**src/rtl/dmem_port_arbiter_pkg.sv**
```systemverilog
// Shared definitions for the data-memory port arbiter.
//   - access size encodings (func3[1:0] style)
//   - arbiter FSM states
//   - read-return owner codes
//   - request bundle handed to the lane steering logic
package dmem_port_arbiter_pkg;

   typedef enum logic [1:0] {
      SZ_B = 2'b00,
      SZ_H = 2'b01,
      SZ_W = 2'b10,
      SZ_X = 2'b11   // illegal size, treated as misaligned
   } size_e;

   typedef enum logic {
      ST_CORE_PRI  = 1'b0,
      ST_DMA_FORCE = 1'b1
   } arb_state_e;

   typedef enum logic {
      OWN_CORE = 1'b0,
      OWN_DMA  = 1'b1
   } owner_e;

   typedef struct packed {
      logic        we;
      logic [1:0]  size;
      logic [1:0]  lane;    // addr[1:0] of the winning request
      logic [31:0] wdata;   // LSB-aligned store data
   } steer_req_t;

endpackage

```
**src/rtl/dmem_port_arbiter_if.sv**
```systemverilog
// Bus bundle between the two requesters, the memory macro and the arbiter.
//   core_* : core MEM-stage request / stall / read return
//   dma_*  : DMA-debug loader request / grant / read return
//   mem_*  : single-port byte-enabled memory (1-cycle read latency)
//   misalign_err : registered pulse for a misaligned/illegal accepted access
// Modports: master = requesters + memory side, slave = arbiter.
interface dmem_port_arbiter_if #(
   parameter int ADDR_W = 32
) ();
   logic              core_req, core_we;
   logic [1:0]        core_size;
   logic [ADDR_W-1:0] core_addr;
   logic [31:0]       core_wdata;
   logic              core_stall, core_rvalid;
   logic [31:0]       core_rdata;

   logic              dma_req, dma_we;
   logic [1:0]        dma_size;
   logic [ADDR_W-1:0] dma_addr;
   logic [31:0]       dma_wdata;
   logic              dma_gnt, dma_rvalid;
   logic [31:0]       dma_rdata;

   logic              misalign_err;

   logic              mem_en;
   logic [ADDR_W-1:0] mem_addr;
   logic [3:0]        mem_wen;
   logic [31:0]       mem_wdata;
   logic [31:0]       mem_rdata;

   modport master (
      output core_req, core_we, core_size, core_addr, core_wdata,
      input  core_stall, core_rvalid, core_rdata,
      output dma_req, dma_we, dma_size, dma_addr, dma_wdata,
      input  dma_gnt, dma_rvalid, dma_rdata,
      input  misalign_err,
      input  mem_en, mem_addr, mem_wen, mem_wdata,
      output mem_rdata
   );

   modport slave (
      input  core_req, core_we, core_size, core_addr, core_wdata,
      output core_stall, core_rvalid, core_rdata,
      input  dma_req, dma_we, dma_size, dma_addr, dma_wdata,
      output dma_gnt, dma_rvalid, dma_rdata,
      output misalign_err,
      output mem_en, mem_addr, mem_wen, mem_wdata,
      input  mem_rdata
   );
endinterface

```
**src/rtl/dmem_lane_steer.sv**
```systemverilog
// Store lane steering and byte-enable generation, purely combinational.
//   req      : winning request (we, size, addr[1:0], LSB-aligned wdata)
//   wen      : byte write enables, 0000 for loads and misaligned stores
//   wdata    : data moved onto the addressed byte lanes, other lanes 0
//   misalign : SH on odd address, SW not word aligned, or size 11
module dmem_lane_steer
   import dmem_port_arbiter_pkg::*;
(
   input  steer_req_t  req,
   output logic [3:0]  wen,
   output logic [31:0] wdata,
   output logic        misalign
);
   logic [3:0] wen_raw;

   always_comb begin
      wen_raw  = 4'b0000;
      wdata    = req.wdata;
      misalign = 1'b0;
      case (req.size)
         SZ_B: begin
            wen_raw = 4'b0001 << req.lane;
            wdata   = {24'b0, req.wdata[7:0]} << {req.lane, 3'b000};
         end
         SZ_H: begin
            wen_raw  = 4'b0011 << {req.lane[1], 1'b0};
            wdata    = {16'b0, req.wdata[15:0]} << {req.lane[1], 4'b0000};
            misalign = req.lane[0];
         end
         SZ_W: begin
            wen_raw  = 4'b1111;
            misalign = |req.lane;
         end
         default: misalign = 1'b1;
      endcase
      // misaligned stores are still accepted but must not touch memory
      wen = (req.we && !misalign) ? wen_raw : 4'b0000;
   end
endmodule

```
**src/rtl/dmem_port_arbiter.sv**
```systemverilog
// Data-memory port arbiter: core MEM stage vs DMA/debug loader.
//   clk, rst : clock, synchronous active-high reset
//   bus      : dmem_port_arbiter_if.slave (requests, grants, read return,
//              misalign pulse, memory port)
// Core has fixed priority; after DMA_MAX_WAIT consecutive denied DMA cycles
// one DMA grant is forced. Grants and memory signals are combinational in
// the request cycle; read data is routed back one cycle later.
// Optional: DMEM_ARB_PERF_EN adds perf_core_acc / perf_dma_acc /
// perf_core_stall event counters.
module dmem_port_arbiter
   import dmem_port_arbiter_pkg::*;
#(
   parameter int DMA_MAX_WAIT = 8,
   parameter int ADDR_W       = 32
) (
   input  logic clk,
   input  logic rst,
   dmem_port_arbiter_if.slave bus
`ifdef DMEM_ARB_PERF_EN
   ,
   output logic [31:0] perf_core_acc,
   output logic [31:0] perf_dma_acc,
   output logic [31:0] perf_core_stall
`endif
);
   localparam logic [7:0] WAIT_LAST = 8'(DMA_MAX_WAIT - 1);

   arb_state_e        state_q, state_d, st_eff;
   logic [7:0]        wait_cnt;
   logic              dma_gnt, core_stall, core_acc, mem_en;
   logic              rd_pend_q, mis_q;
   owner_e            rd_owner_q;
   steer_req_t        win;
   logic [ADDR_W-1:0] win_addr;
   logic [3:0]        st_wen;
   logic [31:0]       st_wdata;
   logic              st_mis;

   // reset must act on the grant in the same cycle, not only after the edge
   assign st_eff = rst ? ST_CORE_PRI : state_q;

   always_comb begin
      dma_gnt    = 1'b0;
      core_stall = 1'b0;
      state_d    = ST_CORE_PRI;
      case (st_eff)
         ST_DMA_FORCE: begin
            // if DMA withdrew, the core goes through unstalled
            dma_gnt    = bus.dma_req;
            core_stall = bus.core_req & bus.dma_req;
         end
         default: begin
            dma_gnt = bus.dma_req & ~bus.core_req;
            if (bus.dma_req && !dma_gnt && wait_cnt == WAIT_LAST)
               state_d = ST_DMA_FORCE;
         end
      endcase
   end

   assign core_acc = bus.core_req & ~core_stall;
   assign mem_en   = core_acc | dma_gnt;

   assign win_addr  = dma_gnt ? bus.dma_addr  : bus.core_addr;
   assign win.we    = dma_gnt ? bus.dma_we    : bus.core_we;
   assign win.size  = dma_gnt ? bus.dma_size  : bus.core_size;
   assign win.wdata = dma_gnt ? bus.dma_wdata : bus.core_wdata;
   assign win.lane  = win_addr[1:0];

   dmem_lane_steer u_steer (
      .req      (win),
      .wen      (st_wen),
      .wdata    (st_wdata),
      .misalign (st_mis)
   );

   assign bus.mem_en    = mem_en;
   assign bus.mem_addr  = win_addr;
   assign bus.mem_wen   = mem_en ? st_wen : 4'b0000;
   assign bus.mem_wdata = st_wdata;

   assign bus.core_stall = core_stall;
   assign bus.dma_gnt    = dma_gnt;

   always_ff @(posedge clk) begin
      if (rst) begin
         state_q    <= ST_CORE_PRI;
         wait_cnt   <= 8'd0;
         rd_pend_q  <= 1'b0;
         rd_owner_q <= OWN_CORE;
         mis_q      <= 1'b0;
      end else begin
         state_q <= state_d;
         if (dma_gnt || !bus.dma_req)
            wait_cnt <= 8'd0;
         else if (wait_cnt != 8'hFF)
            wait_cnt <= wait_cnt + 8'd1;
         rd_pend_q  <= mem_en & ~win.we;
         rd_owner_q <= dma_gnt ? OWN_DMA : OWN_CORE;
         mis_q      <= mem_en & st_mis;
      end
   end

   // gating with rst drops a read that was in flight when reset hit
   assign bus.core_rvalid  = rd_pend_q & ~rst & (rd_owner_q == OWN_CORE);
   assign bus.dma_rvalid   = rd_pend_q & ~rst & (rd_owner_q == OWN_DMA);
   assign bus.core_rdata   = bus.core_rvalid ? bus.mem_rdata : 32'h0;
   assign bus.dma_rdata    = bus.dma_rvalid  ? bus.mem_rdata : 32'h0;
   assign bus.misalign_err = mis_q;

`ifdef DMEM_ARB_PERF_EN
   always_ff @(posedge clk) begin
      if (rst) begin
         perf_core_acc   <= 32'd0;
         perf_dma_acc    <= 32'd0;
         perf_core_stall <= 32'd0;
      end else begin
         if (core_acc)   perf_core_acc   <= perf_core_acc + 32'd1;
         if (dma_gnt)    perf_dma_acc    <= perf_dma_acc + 32'd1;
         if (core_stall) perf_core_stall <= perf_core_stall + 32'd1;
      end
   end
`endif
endmodule

```
**src/flat_wrapper.sv**
```systemverilog
// flat-port wrapper written by rule: the top's interface ports become plain ports
module dmem_port_arbiter_flat import dmem_port_arbiter_pkg::*;
#(
   parameter int DMA_MAX_WAIT = 8,
   parameter int ADDR_W       = 32
)
  (clk, rst, bus_core_req, bus_core_we, bus_core_size, bus_core_addr, bus_core_wdata, bus_core_stall, bus_core_rvalid, bus_core_rdata, bus_dma_req, bus_dma_we, bus_dma_size, bus_dma_addr, bus_dma_wdata, bus_dma_gnt, bus_dma_rvalid, bus_dma_rdata, bus_misalign_err, bus_mem_en, bus_mem_addr, bus_mem_wen, bus_mem_wdata, bus_mem_rdata);
  dmem_port_arbiter_if #(.ADDR_W(ADDR_W)) bus_i ();
  input  logic clk;
  input  logic rst;
  input wire logic [$bits(bus_i.core_req)-1:0] bus_core_req;
  input wire logic [$bits(bus_i.core_we)-1:0] bus_core_we;
  input wire logic [$bits(bus_i.core_size)-1:0] bus_core_size;
  input wire logic [$bits(bus_i.core_addr)-1:0] bus_core_addr;
  input wire logic [$bits(bus_i.core_wdata)-1:0] bus_core_wdata;
  output wire logic [$bits(bus_i.core_stall)-1:0] bus_core_stall;
  output wire logic [$bits(bus_i.core_rvalid)-1:0] bus_core_rvalid;
  output wire logic [$bits(bus_i.core_rdata)-1:0] bus_core_rdata;
  input wire logic [$bits(bus_i.dma_req)-1:0] bus_dma_req;
  input wire logic [$bits(bus_i.dma_we)-1:0] bus_dma_we;
  input wire logic [$bits(bus_i.dma_size)-1:0] bus_dma_size;
  input wire logic [$bits(bus_i.dma_addr)-1:0] bus_dma_addr;
  input wire logic [$bits(bus_i.dma_wdata)-1:0] bus_dma_wdata;
  output wire logic [$bits(bus_i.dma_gnt)-1:0] bus_dma_gnt;
  output wire logic [$bits(bus_i.dma_rvalid)-1:0] bus_dma_rvalid;
  output wire logic [$bits(bus_i.dma_rdata)-1:0] bus_dma_rdata;
  output wire logic [$bits(bus_i.misalign_err)-1:0] bus_misalign_err;
  output wire logic [$bits(bus_i.mem_en)-1:0] bus_mem_en;
  output wire logic [$bits(bus_i.mem_addr)-1:0] bus_mem_addr;
  output wire logic [$bits(bus_i.mem_wen)-1:0] bus_mem_wen;
  output wire logic [$bits(bus_i.mem_wdata)-1:0] bus_mem_wdata;
  input wire logic [$bits(bus_i.mem_rdata)-1:0] bus_mem_rdata;
  assign bus_i.core_req = bus_core_req;
  assign bus_i.core_we = bus_core_we;
  assign bus_i.core_size = bus_core_size;
  assign bus_i.core_addr = bus_core_addr;
  assign bus_i.core_wdata = bus_core_wdata;
  assign bus_core_stall = bus_i.core_stall;
  assign bus_core_rvalid = bus_i.core_rvalid;
  assign bus_core_rdata = bus_i.core_rdata;
  assign bus_i.dma_req = bus_dma_req;
  assign bus_i.dma_we = bus_dma_we;
  assign bus_i.dma_size = bus_dma_size;
  assign bus_i.dma_addr = bus_dma_addr;
  assign bus_i.dma_wdata = bus_dma_wdata;
  assign bus_dma_gnt = bus_i.dma_gnt;
  assign bus_dma_rvalid = bus_i.dma_rvalid;
  assign bus_dma_rdata = bus_i.dma_rdata;
  assign bus_misalign_err = bus_i.misalign_err;
  assign bus_mem_en = bus_i.mem_en;
  assign bus_mem_addr = bus_i.mem_addr;
  assign bus_mem_wen = bus_i.mem_wen;
  assign bus_mem_wdata = bus_i.mem_wdata;
  assign bus_i.mem_rdata = bus_mem_rdata;
  dmem_port_arbiter #(.DMA_MAX_WAIT(DMA_MAX_WAIT), .ADDR_W(ADDR_W)) u_core (.clk(clk), .rst(rst), .bus(bus_i));
endmodule
```
**config.mk**
```make
export PLATFORM = sky130hd
export DESIGN_NAME = dmem_port_arbiter_flat
export DESIGN_NICKNAME = d
export VERILOG_FILES = /design/src/rtl/dmem_port_arbiter_pkg.sv /design/src/rtl/dmem_port_arbiter_if.sv /design/src/rtl/dmem_lane_steer.sv /design/src/rtl/dmem_port_arbiter.sv /design/src/flat_wrapper.sv
export SDC_FILE = /design/constraint.sdc
export NUM_CORES = 1
export LEC_CHECK = 0
export BUFFER_PORTS_ARGS = -buffer_cell sky130_fd_sc_hd__buf_2
export CAP_MARGIN = 20
export CORE_AREA = 10 10 111 113
export CTS_CLUSTER_SIZE = 24
export DETAILED_ROUTE_END_ITERATION = 10
export DIE_AREA = 0 0 121 123
export PLACE_DENSITY_LB_ADDON = 0.12
export SYNTH_ARGS = -nofsm -noshare
export SYNTH_HDL_FRONTEND = slang
export SYNTH_SLANG_ARGS = --single-unit
export TNS_END_PERCENT = 30
```
**constraint.sdc**
```tcl
create_clock -name clk -period 1.9 [get_ports clk]
set_input_delay 0.285 -clock clk [delete_from_list [all_inputs] [get_ports clk]]
set_output_delay 0.285 -clock clk [all_outputs]
set_load 0.005 [all_outputs]
```
==> flow_summary.ini, run 1 <==
[timing]
worst_setup_slack_after_layout_ps = -158
share_of_the_clock_period_used_by_the_worst_path_after_layout_pct = 108
achievable-frequency_ghz = 0.486
max_slew_margin_pct = 74.8
hold_ws_ps = 265
unrepaired_setup_endpoints_after_global_routing = yes
finalClockSkew_ps = 5.09
setup-violations-final = 50
fin_setup_tns_ps = -4840
hold_viol = 0
finalCriticalPeriod_ps = 2060
final-max-slew-violation-count = 0
max_slew.worst_pin.slew_ps = 368

[layout]
final_core_util_pct = 46.9
nNetsFinal = 915
final_layout_size_suffix_gt1_share_pct = 49.5
areaGrowthSynthToFinish_pct = 74.5
fill_cell_count = 1069

[die]
core.rowCount = 37
i_o_pin_cnt = 308
die_height_um = 123
floorplan.die.width_um = 121
start_util_pct = 26.9
core_footprint_um2 = 10100
full_die_area_um2 = 14900

[job]
max_cap_violations = 0

[power]
power.static_leakage_nw = 2.73
finalPower_mw = 1.44
peakVddDrop_v = 0.000206
power.density_cell_area_nw_per_um2 = 302

[global_routing]
grt_pass1_vias = 4069
grt_antenna_before_repair = 1
grt_first_pass_wirelength_um = 22800
grt_max_degree = 42
total_grt_overflow = 0
gr-usage-all-layers_pct = 18.7

[yosys]
synth_top_cells_by_area = and2_1, mux2i_1, nand2_1
largest_family_of_logic_cells_by_synthesized_area = simple AND/OR/NAND/NOR gates
synth_sequential_area_ratio_pct = 8.81
yosysWarnings = 0
synth_adder_area_share_pct = 0.459
netlist.top_cell.by_area = and2_1
postSynthCellCount = 432
synth_compound_gate_area_share_pct = 18.0
synth_area_per_cell_um2 = 6.31
simple_gate_fraction_of_synth_area_pct = 46.7
yosys-mux-area-fraction_pct = 16.5
synth.cell_area_um2 = 2730
netlist-cell-type-count = 45
xor_xnor_fraction_of_synth_area_pct = 2.25
netlist.area_leader.share_pct = 15.1
synthesis.nets = 603
register_bit_count_reported_by_yosys = 12

[status]
outcome = finished, violations left
failed_checks = negative setup slack

[route]
drt-wirelength-per-cell_um = 17.6
route.antenna.remaining_nets = 0
number_of_remaining_drc_errors = 0
totalWireLength_um = 15500
vias_per_cell = 4.68
drt_pass1_iterations = 4
drt_first_iter_violations = 145
dr_total_vias = 4119

[cts]
clockBufferDepth = 2
cts_hold_buffers = 0
cts_bufs_inserted = 3
cts_tree = built
clk_latency_ps = 240
worst_setup_hold_path_clk_slew_ps = 50
htree_num_levels = 1
root_buffer = clkbuf_8
cts_sinks = 12

[setup_path]
worst_r2r_startpoint = u_core.state_q
critical_path.reg2reg.endpoint = u_core.rd_pend_q
critPathCaptureType = primary output
setup.reg_to_reg.worst_slack_ps = 450
critPathLaunchType = register
crit_fanout = 13
worst-endpoint-required_ps = 1620
setup.worst_path.start = u_core.state_q
type_of_the_setup_path_with_the_least_slack = register to primary output
worst_ep_arrival_time_ps = 1770
reg2regPathDepth = 6

[placed_design]
gp_congestion = 0.909
detailed_place_hpwl_um = 13300
preCtsSetupSlack_ps = 9.66
numPortBuffers = 307

[worst_hold_path]
worst_hold_startpoint = bus_dma_we
hold_path_depth = 2
min_delay_worst_endpoint = u_core.rd_pend_q
hold_class = primary input to register
## kinds of logic (layout without fill, tap and decap cells)
| group | Yosys count | count (layout) |
|---|---|---|
| buffers and inverters | 42 | 353 |
| XOR/XNOR | 7 | 7 |
| other | 0 | 1 |
| AND/OR/NAND/NOR | 254 | 254 |
| adder cells (fa/ha/maj) | 1 | 1 |
| flip-flops | 12 | 12 |
| AO/OA/AOI/OAI | 72 | 72 |
| multiplexers | 44 | 44 |
## state kept, by name, indices dropped and copies added, names as in the netlist
signal / count
u_core.rd_pend_q: 1
u_core.bus.misalign_err: 1
u_core.state_q: 1
u_core.rd_owner_q: 1
u_core.wait_cnt: 8
## cells in the mapped netlist (all sizes together)
master and instances:
or3 1, o311a 1, mux2i 42, o22ai 24, nand4 1, nand2b 7
o21ai 7, nor2b 19, inv 7, or4 1, dfxtp 12, a211oi 17
a32o 1, xor2 6, o221ai 3, mux2 2, nor4b 1, clkbuf 17
a2111oi 1, ha 1, nand3 12, and4b 1, nor4 1, o221a 1
a21oi 12, and3b 1, o211a 1, and3 2, xnor2 1, nor3b 9
buf 18, o2111ai 1, nand2 99, o211ai 1, and2 66, o21a 2
nor2 28, nor3 5
## where the power goes
part / switching (mW) / total [mW] / internal, mW
clock: 0.0977 / 0.281 / 0.183
combinational: 0.438 / 0.896 / 0.457
sequential: 0.00245 / 0.259 / 0.257
total: 0.539 / 1.44 / 0.897
## cells in the final DEF, fill, tap and decap left out, types with 8 or more instances in the layout
cell type | Yosys | final
and2_1 | 66 | 66
a21oi_1 | 12 | 12
nor2b_1 | 18 | 18
buf_4 | 2 | 26
buf_2 | 14 | 307
nand3_1 | 12 | 12
nor2_1 | 28 | 28
nand2_1 | 99 | 99
dfxtp_1 | 12 | 11
a211oi_1 | 17 | 11
nor3b_1 | 9 | 8
mux2i_1 | 41 | 35
o22ai_1 | 24 | 23
## metrics by stage
step                cell area (um2)  cells
finish                         4760    880
global route                   4760    880
CTS                            4700    877
detailed placement             4530    870
global placement               4530    870
floorplan                      2730    432
## worst max-delay path by stage
stage                        endpoint  slack, ps  cells after the start
global placement     bus_mem_wdata[7]         20                      8
finish                 bus_mem_wen[0]       -160                      7
CTS                    bus_mem_wen[0]       -160                      7
detailed placement  bus_mem_wdata[16]         10                      8
global route        bus_mem_wdata[31]       -250                      7
floorplan           bus_mem_wdata[24]        210                      5
## metal layers
metal	track usage, %	wire length (um)	vias up
met2	35.4	8300	148
met4	2.79	175	0
li1	-	-	2109
met1	21.0	5920	1850
met3	4.42	1120	12
met5	0	0	-
## critical path: stages (launching register included)
cell and delay [ps]:
dfxtp_2 320, nor2b_4 130, o21ai_4 190, buf_12 190
mux2i_4 280, buf_4 150, o221a_2 180, buf_2 110
## layout make-up
type	count	area, um2	area share [%]
antenna	1	2.50	0.0526
tap	136	170	3.58
timing repair buffer	342	1880	39.6
clock buffer	4	55.1	1.16
inverter	7	26.3	0.552
sequential	12	241	5.07
multi-input combinational	378	2380	50.0
## what timing repair did
action | 4_1_cts | 5_1_grt
cloned | 2 | 0
endpoints found under the setup margin | 51 | 58
setup buffers | 1 | 2
pin swaps | 2 | 0
gates resized for setup | 20 | 9
Note: power is estimated with default switching activity, not from simulation.
==> run 2: changes to the inputs <==
--- a/config.mk
+++ b/config.mk
@@ -12,6 +12,7 @@
 export DETAILED_ROUTE_END_ITERATION = 10
 export DIE_AREA = 0 0 121 123
 export PLACE_DENSITY_LB_ADDON = 0.12
+export RECOVER_POWER = 100
 export SYNTH_ARGS = -nofsm -noshare
 export SYNTH_HDL_FRONTEND = slang
 export SYNTH_SLANG_ARGS = --single-unit
==> run 2 against run 1 <==
- the flow still finishes with violations (negative setup slack)
- worst hold slack about the same
- sequential share of layout area about the same
- register-to-register slack about the same
- worst setup slack better by 1.1 ps
- sequential power about the same
- routed wire length up 0.24%
- core utilization down 0.38 points
- critical path type unchanged
==> flow_summary.ini, run 2 (synthesized netlist as in run 1, its figures left out) <==
[power]
power.static_leakage_nw = 2.63
peakVddDrop_v = 0.000206
p_clk_share_pct = 19.6
switchingPower_uw = 539
comb_power_share_pct = 62.3
swShare_pct = 37.7
power.density_cell_area_nw_per_um2 = 303
cellInternalPower_uw = 892
power.share.sequential_pct = 18.1
finalPower_mw = 1.43

[layout]
nNetsFinal = 915
areaGrowthSynthToFinish_pct = 73.1
fill_cell_count = 1083
top_register = u_core.wait_cnt
final_layout_size_suffix_gt1_share_pct = 46.6
stdcell_area_um2 = 4720
layout_common_cells = buf_2, nand2_1, and2_1
layout.cells.most_common = buf_2
flip_flop_count_of_the_largest_register_all_copies_and_words_added = 8
final_cell_count_no_fill = 880

[setup_path]
critPathTopFamily = buffers and inverters
crit_fanout = 13
critPathCaptureType = primary output
path_cells = nor2b_4, o21ai_4, buf_12, mux2i_4, buf_4, o221a_2, buf_2
critical_path.reg2reg.endpoint = u_core.rd_pend_q
worst-endpoint-required_ps = 1620
setup.reg_to_reg.worst_slack_ps = 450
reg2regPathDepth = 6
worst_ep_arrival_time_ps = 1770
worst_r2r_startpoint = u_core.state_q
cp_slowest_cell = dfxtp_2
critical_path.n_buffers_inverters = 3
timing.critical_path.slowest_cell_delay_ps = 320
type_of_the_setup_path_with_the_least_slack = register to primary output
path_depth = 7
critPathLaunchType = register

[route]
drt-wirelength-per-cell_um = 17.7
vias_per_cell = 4.69
dr_total_vias = 4129
route.antenna.remaining_nets = 0
drt_first_iter_violations = 175
number_of_remaining_drc_errors = 0
totalWireLength_um = 15600
drt_pass1_iterations = 4

[timing]
finalClockSkew_ps = 5.20
unrepaired_setup_endpoints_after_global_routing = yes
final-max-slew-violation-count = 0
achievable-frequency_ghz = 0.486
max_slew_margin_pct = 69.2
max_slew.worst_pin.slew_ps = 462
hold_viol = 0
hold_ws_ps = 265
share_of_the_clock_period_used_by_the_worst_path_after_layout_pct = 108
worst_setup_slack_after_layout_ps = -157
setup-violations-final = 50
finalCriticalPeriod_ps = 2060

[placed_design]
detailed_place.area_um2 = 4530
placed_cells_incl_taps = 870
numPortBuffers = 307
gp_congestion = 0.909
detailed_place_hpwl_um = 13300

[die]
die_height_um = 123
i_o_pin_cnt = 308
core_footprint_um2 = 10100
floorplan.die.width_um = 121
start_util_pct = 26.9
core.rowCount = 37
full_die_area_um2 = 14900

[global_routing]
total_grt_overflow = 0
grt_pass1_vias = 4069
gr-usage-all-layers_pct = 18.7
grt_antenna_before_repair = 1
grt_max_degree = 42
grt_first_pass_wirelength_um = 22800

[cts]
root_buffer = clkbuf_8
clk_latency_ps = 240
cts_hold_buffers = 0
cts_tree = built
worst_setup_hold_path_clk_slew_ps = 50
clockBufferDepth = 2
cts_sinks = 12
htree_num_levels = 1
cts_bufs_inserted = 3

[status]
failed_checks = negative setup slack
outcome = finished, violations left

[worst_hold_path]
hold_path_depth = 2
min_delay_worst_endpoint = u_core.rd_pend_q
worst_hold_startpoint = bus_dma_we
hold_class = primary input to register

[job]
max_cap_violations = 0
[run 2: changes by cell type in the layout (fill, tap and decap cells not counted), sizes merged]
cell and delta:
buf -41, clkbuf +41
[run 2: per-stage QoR]
step | worst slack (ps) | util [%] | TNS (ps)
after floorplan | 206 | - | 0
after global placement | 15.9 | 44.7 | 0
after detailed placement | 9.66 | 44.7 | 0
after CTS | -164 | 46.4 | -4750
after global routing | -254 | 46.6 | -10320
final | -157 | 46.6 | -4870
[run 2: what timing repair did]
action,4_1_cts,5_1_grt
gates resized for setup,20,9
endpoints found under the hold margin,0,0
endpoints found under the setup margin,51,58
gates cloned,2,0
pin swaps,2,0
buffers inserted,1,2
[run 2: how the worst max path moves through the flow]
stage / startpoint / endpoint / slack [ps]
6_report: u_core.state_q / bus_mem_wen[0] / -160
5_1_grt: u_core.state_q / bus_mem_wdata[31] / -250
4_1_cts: u_core.state_q / bus_mem_wen[0] / -160
3_5_place_dp: bus_core_req / bus_mem_wdata[16] / 10
3_3_place_gp: rst / bus_mem_wdata[7] / 20
2_1_floorplan: u_core.state_q / bus_mem_wdata[24] / 210
[run 2: per-layer routing]
layer	vias to the layer above	GRT usage (%)	share of wire [%]
met3	12	4.42	7.1
met4	0	2.79	1.1
met1	1858	21.0	38
li1	2108	-	-
met5	-	0	0
met2	151	35.4	54
[run 2: layout make-up]
cell class                      instances  area (um2)  share of cell area, %
Timing Repair Buffer                  342        1850                   39.2
Clock buffer                            4        55.1                   1.17
Antenna cell                            1        2.50                 0.0530
Tap cell                              136         170                   3.60
Multi-Input combinational cell        378        2370                   50.3
Inverter                                7        26.3                  0.557
Sequential cell                        12         241                   5.12
[run 2: power groups by stage]
| stage | combinational (mW) | clock, mW | sequential, mW |
|---|---|---|---|
| after floorplan | 0.389 | 0 | 0.264 |
| after global routing | 0.984 | 0.305 | 0.260 |
| after detailed placement | 0.855 | 0 | 0.265 |
| final | 0.891 | 0.281 | 0.259 |
| after global placement | 0.846 | 0 | 0.264 |
| after CTS | 0.892 | 0.289 | 0.259 |
[run 2: worst reg2reg max path: stages (launching register included)]
cell and delay, ps:
dfxtp_2 320, nor2b_4 160, o21ai_4 80, buf_6 130
buf_16 150, and2_1 150, a2111oi_0 330
